## src/rtl/l1_assoc_cache.sv

```systemverilog
`default_nettype none
// ============================================================================
// Module      : l1_assoc_cache
// Description : Set-associative L1 cache, word-granular lines, write-through
//               with no write-allocate, per-set round-robin replacement,
//               full-cache flush sweep and saturating load hit/miss counters.
// Revision    : 1.0 - initial release
// ============================================================================
module l1_assoc_cache #(
    parameter int WAYS       = 2,
    parameter int SETS       = 16,
    parameter int ADDR_WIDTH = 32,
    parameter int DATA_WIDTH = 32,
    parameter int CNT_WIDTH  = 16
) (
    input  logic                  clock,
    input  logic                  reset,
    input  logic                  req_valid,
    input  logic                  req_write,
    input  logic [ADDR_WIDTH-1:0] req_address,
    input  logic [DATA_WIDTH-1:0] req_wdata,
    output logic                  req_ready,
    output logic [DATA_WIDTH-1:0] rdata,
    output logic                  hit,
    input  logic                  flush,
    output logic                  flush_busy,
    output logic                  mem_req_valid,
    output logic                  mem_req_write,
    output logic [ADDR_WIDTH-1:0] mem_address,
    output logic [DATA_WIDTH-1:0] mem_wdata,
    input  logic                  mem_ready,
    input  logic [DATA_WIDTH-1:0] mem_rdata,
    input  logic                  mem_cacheable,
    output logic [CNT_WIDTH-1:0]  hit_count,
    output logic [CNT_WIDTH-1:0]  miss_count
);

    localparam int c_idx_w = $clog2(SETS);
    localparam int c_way_w = (WAYS > 1) ? $clog2(WAYS) : 1;
    localparam int c_tag_w = ADDR_WIDTH - 2 - c_idx_w;

    localparam logic [1:0] c_idle   = 2'd0;
    localparam logic [1:0] c_refill = 2'd1;
    localparam logic [1:0] c_write  = 2'd2;
    localparam logic [1:0] c_flush  = 2'd3;

    logic [1:0]            r_state;
    logic                  r_flush_pend;
    logic [c_idx_w-1:0]    r_flush_cnt;
    logic [CNT_WIDTH-1:0]  r_hit_count;
    logic [CNT_WIDTH-1:0]  r_miss_count;
    logic [WAYS-1:0]       r_valid [SETS];
    logic [c_way_w-1:0]    r_rr    [SETS];
    logic [c_tag_w-1:0]    r_tag   [SETS][WAYS];
    logic [DATA_WIDTH-1:0] r_data  [SETS][WAYS];

    logic [c_idx_w-1:0]    w_index;
    logic [c_tag_w-1:0]    w_tag;
    logic [WAYS-1:0]       w_match;
    logic                  w_any_hit;
    logic [c_way_w-1:0]    w_hit_way;
    logic [DATA_WIDTH-1:0] w_hit_data;
    logic [c_way_w-1:0]    w_victim;
    logic [c_way_w-1:0]    w_rr_next;
    logic                  w_flush_take;
    logic                  w_idle_load_hit;
    logic                  w_unused_addr;

    // Byte offset bits are not part of a word-granular lookup.
    assign w_unused_addr = ^req_address[1:0];

    assign w_index   = req_address[2 +: c_idx_w];
    assign w_tag     = req_address[ADDR_WIDTH-1 -: c_tag_w];
    assign w_victim  = r_rr[w_index];
    assign w_rr_next = (w_victim == c_way_w'(WAYS - 1)) ? '0 : w_victim + 1'b1;

    // Per-way tag comparison against the indexed set.
    for (genvar g = 0; g < WAYS; g++) begin : g_way
        assign w_match[g] = r_valid[w_index][g] && (r_tag[w_index][g] == w_tag);
    end

    assign w_any_hit = |w_match;

    // Select the data and way number of the matching way (at most one matches).
    always_comb begin
        w_hit_data = '0;
        w_hit_way  = '0;
        for (int w = 0; w < WAYS; w++) begin
            if (w_match[w]) begin
                w_hit_data = r_data[w_index][w];
                w_hit_way  = c_way_w'(w);
            end
        end
    end

    // A flush (new or deferred) seen in IDLE pre-empts any request that cycle.
    assign w_flush_take    = (r_state == c_idle) && (flush || r_flush_pend);
    assign w_idle_load_hit = (r_state == c_idle) && req_valid && !req_write
                             && w_any_hit && !w_flush_take;

    assign hit        = w_idle_load_hit;
    assign flush_busy = (r_state == c_flush);
    assign hit_count  = r_hit_count;
    assign miss_count = r_miss_count;

    // Handshake and memory-side outputs decoded from the current state.
    always_comb begin
        req_ready     = 1'b0;
        rdata         = '0;
        mem_req_valid = 1'b0;
        mem_req_write = 1'b0;
        mem_address   = '0;
        mem_wdata     = '0;
        case (r_state)
            c_idle: begin
                if (w_idle_load_hit) begin
                    req_ready = 1'b1;
                    rdata     = w_hit_data;
                end
            end
            c_refill: begin
                mem_req_valid = 1'b1;
                mem_address   = {req_address[ADDR_WIDTH-1:2], 2'b00};
                if (mem_ready) begin
                    req_ready = 1'b1;
                    rdata     = mem_rdata;
                end
            end
            c_write: begin
                mem_req_valid = 1'b1;
                mem_req_write = 1'b1;
                mem_address   = {req_address[ADDR_WIDTH-1:2], 2'b00};
                mem_wdata     = req_wdata;
                req_ready     = mem_ready;
            end
            default: ;
        endcase
    end

    // Control state: FSM, valid bits, replacement pointers, flush sweep, counters.
    always_ff @(posedge clock) begin
        if (!reset) begin
            r_state      <= c_idle;
            r_flush_pend <= 1'b0;
            r_flush_cnt  <= '0;
            r_hit_count  <= '0;
            r_miss_count <= '0;
            for (int s = 0; s < SETS; s++) begin
                r_valid[s] <= '0;
                r_rr[s]    <= '0;
            end
        end else begin
            case (r_state)
                c_idle: begin
                    if (w_flush_take) begin
                        r_state      <= c_flush;
                        r_flush_cnt  <= '0;
                        r_flush_pend <= 1'b0;
                    end else if (req_valid) begin
                        if (req_write) begin
                            r_state <= c_write;
                        end else if (w_any_hit) begin
                            if (r_hit_count != '1) r_hit_count <= r_hit_count + 1'b1;
                        end else begin
                            if (r_miss_count != '1) r_miss_count <= r_miss_count + 1'b1;
                            r_state <= c_refill;
                        end
                    end
                end
                c_refill: begin
                    if (flush) r_flush_pend <= 1'b1;
                    if (mem_ready) begin
                        if (mem_cacheable) begin
                            r_valid[w_index][w_victim] <= 1'b1;
                            r_rr[w_index]              <= w_rr_next;
                        end
                        r_state <= c_idle;
                    end
                end
                c_write: begin
                    if (flush) r_flush_pend <= 1'b1;
                    if (mem_ready) r_state <= c_idle;
                end
                c_flush: begin
                    if (flush) r_flush_pend <= 1'b1;
                    r_valid[r_flush_cnt] <= '0;
                    r_rr[r_flush_cnt]    <= '0;
                    r_flush_cnt          <= r_flush_cnt + 1'b1;
                    if (r_flush_cnt == c_idx_w'(SETS - 1)) r_state <= c_idle;
                end
                default: r_state <= c_idle;
            endcase
        end
    end

    // Tag/data arrays: refill fills the victim way, a store hit updates in place.
    always_ff @(posedge clock) begin
        if (reset) begin
            if ((r_state == c_refill) && mem_ready && mem_cacheable) begin
                r_tag[w_index][w_victim]  <= w_tag;
                r_data[w_index][w_victim] <= mem_rdata;
            end
            if ((r_state == c_write) && mem_ready && w_any_hit) begin
                r_data[w_index][w_hit_way] <= req_wdata;
            end
        end
    end

endmodule
`default_nettype wire

```

## config.mk

```make
export PLATFORM = sky130hd
export DESIGN_NAME = l1_assoc_cache
export DESIGN_NICKNAME = d
export VERILOG_FILES = /design/src/rtl/l1_assoc_cache.sv
export SDC_FILE = /design/constraint.sdc
export NUM_CORES = 2
export LEC_CHECK = 0
export ABC_CLOCK_PERIOD_IN_PS = 17340
export CAP_MARGIN = 20
export CORE_UTILIZATION = 55
export DETAILED_ROUTE_END_ITERATION = 16
export DONT_BUFFER_PORTS = 1
export GPL_ROUTABILITY_DRIVEN = 0
export PLACE_DENSITY_LB_ADDON = 0.15
export REMOVE_ABC_BUFFERS = 1
export SLEW_MARGIN = 20
export SYNTH_ARGS = -nofsm -noshare
export SYNTH_HDL_FRONTEND = slang
export SYNTH_SLANG_ARGS = --single-unit
```

## constraint.sdc

```tcl
create_clock -name clock -period 17.34 [get_ports clock]
set_clock_uncertainty 0.2 [all_clocks]
set_input_delay 3.468 -clock clock [delete_from_list [all_inputs] [get_ports clock]]
set_output_delay 3.468 -clock clock [all_outputs]
set_load 0.02 [all_outputs]
```

==> reports/results.txt <==
Status -> finished, violations left
Leak -> 27.05 nW
Synth Area in Adders -> 0.001116
Synth area leader -> edfxtp_1
Initial antenna violation count -> 11
Row count -> 138
Synth Area in Simple Gates -> 0.03253
Worst setup EP type -> primary output
CTS buffer count -> 194
CTS H-Tree Depth -> 4
Placed Area -> 80640 sq um
Final Cell Area -> 86820 sq um
DRC Markers -> 0
Layout area overhead -> 10.59%
Commonest cells post-synth -> 1888 x edfxtp_1, 483 x mux4_2, 180 x mux2i_1, 114 x nand2_1
Initial Util -> 0.5545
Detailed placement HPWL -> 103000 microns
CTS root buffer -> clkbuf_16
Share of cells above drive strength 1 -> 0.2399
Clock group share of total power -> 0.406
Power Total -> 9.731 mW
Routed WL per cell -> 32.51 microns
NumNets Final -> 4047
WP data required -> 13670 ps
Fin crit period -> 13480 ps
Non-filler cells, final -> 5992
Vias per cell -> 6.519
Xor and xnor area share after synthesis -> 0.006582
CTS tree -> built
Hold Path Class -> flip-flop to flip-flop
EDFF count, synth -> 1888
Port bufs -> 0
Switching Fraction -> 0.2219
Power share of the sequential group -> 0.531
Mean Syn Cell Area -> 20.20 sq um
Vias in the first global route -> 38910
Die Wd -> 379.8 microns
Fin crit share -> 0.7775
Setup Fix Bufs, Post-CTS -> 0
Sequential share of the synthesized area -> 0.7362
Synth warn -> 0
Peak VDD IR -> 0.1311 mV
Count leader, synth -> edfxtp_1
GRT Total Usage -> 0.2712
RSZ-0062 raised after global routing -> no
Placed cell count -> 5623
# setup viols final -> 0
Setup crit start kind -> input port
Post-synth ARST share -> 0
DRT Wirelength -> 194800 microns
Mux cell area share after synthesis -> 0.1753
DR vias -> 39060
Critical path class -> input port to primary output
Synth Area in Compound Gates -> 0.03004
Max Cap Viol -> 0
Setup TNS -> 0 ps
Largest net degree at the start of global routing -> 483
First-pass GRT wire length -> 278600 microns
Mapped cell area -> 78500 sq um
Worst-Margin Slew -> 1865 ps
Boundary pin count -> 236
Psw -> 2.159 mW
Largest family of logic cells by synthesized area -> multiplexers
Routed Antenna Nets -> 0
Skew-Pair Late Insertion Delay -> 830 ps
Failing checks -> max-slew violations
Crit path DAT -> 9810 ps
Synthesized flop and latch total -> 1943
Die area -> 144200 sq um
Distinct cells, synth -> 83
Grt total ovfl -> 0
Clock sinks -> 1943
DIE HEIGHT -> 379.8 microns
Hold Fails Final Rpt -> 0
Core ar. -> 141600 sq um
Internal cell power -> 7.572 mW
Top-area cell type share of the netlist area -> 0.7222
Cell Pwr Density -> 112.1 nW/um^2
Fin. max-slew vios -> 197
Main synth FF type -> edfxtp_1
Clk buf depth -> 3
CP Max Fanout -> 108
Max-Slew Margin vs Limit -> -0.2436
Cts hold-fix bufs -> 0
Combinational share of power -> 0.063
Clock-pin slew on the worst setup and hold paths -> 60 ps
Post-Synthesis Cells -> 3887
PostCTS Resize Cnt -> 0
Area contributors post-synth -> edfxtp_1 72%, mux4_2 14%, mux2i_1 2.3%
Fmax -> 0.07417 GHz
DR iter-0 viols -> 4422
Pre-antenna DRT Iters -> 6
-- flip-flops by register name, indices dropped and copies added (netlist names) --
name          flops
r_data         1024
miss_count       16
r_flush_pend      1
r_tag           832
hit_count        16
r_rr             16
r_flush_cnt       4
r_valid          32
r_state           2
-- per-layer routing --
layer  vias up  share of wire  GRT usage
met5         -        0.00042          0
li1      16220              -          -
met3       313          0.074    0.04366
met4        10          0.026    0.07870
met1     20820           0.40     0.3803
met2      1697           0.50     0.4438
-- per-stage QoR --
step | util | setup slack (ps) | hold slack, ps
2_1_floorplan | - | 3815 | 254.7
3_3_place_gp | 0.5696 | 4996 | 273.4
3_5_place_dp | 0.5696 | 4904 | 283.6
4_1_cts | 0.6116 | 4889 | 297.7
5_1_grt | 0.6131 | 3815 | 320.0
6_report | 0.6132 | 3858 | 299.5
-- final cells by class --
type	instances	area, sq um
sequential	1943	57800
clock buffer	266	5216
inverter	43	166.4
fill	9882	54770
clock inverter	91	738.2
antenna	4	10.01
timing repair buffer	87	805.8
multi-input combinational	1668	19720
tap	1890	2365
-- cells by family (layout without fill, tap and decap cells) --
group	after synthesis	count (layout)
buffers and inverters	277	487
XOR/XNOR	59	59
AND/OR/NAND/NOR	499	499
flip-flops	1943	1943
AO/OA/AOI/OAI	342	342
adder cells (fa/ha/maj)	7	7
other	1	6
multiplexers	759	759
-- worst max-delay path: stages --
cell and delay, ps:
buf_16 370, buf_16 500, and2_1 220, buf_4 320
nand2_1 130, a31o_2 270, a2111o_1 350, nor4_1 730
o2111ai_1 250, or4_1 940, or3_1 840, o21ai_1 1050
-- path summary, 6_finish.rpt --
path                        end      startpoint  depth (start not counted)  slack [ps]
setup / recovery      rdata[14]  req_address[3]                         12        3860
hold / removal         r_rr[15]        r_rr[15]                          1         300
setup reg to reg  r_data[0][23]    r_tag[6][21]                         13       11390
hold reg to reg        r_rr[15]        r_rr[15]                          1         300
-- layout by cell type (no fill, tap or decap), types with 36 or more instances in the layout --
master,instances
xnor2_1,45
nand2_1,114
dfxtp_1,55
mux4_2,483
a22oi_1,48
clkbuf_16,195
inv_1,39
mux2_2,66
a21oi_1,36
nand3_1,39
o21ai_0,91
mux2i_1,180
clkbuf_1,64
and2_1,56
edfxtp_1,1888
clkinv_1,42
buf_4,79
nor2_1,82
-- power groups by stage --
| stage | clock network, mW | logic (mW) | registers, mW |
|---|---|---|---|
| after floorplan | 0 | 0.406 | 5.26 |
| after global placement | 0 | 0.580 | 5.27 |
| after detailed placement | 0 | 0.584 | 5.27 |
| after CTS | 4.00 | 0.586 | 5.17 |
| after global routing | 4.18 | 0.642 | 5.17 |
| final | 3.95 | 0.613 | 5.17 |
No activity file was read; power rests on OpenSTA's default activity.
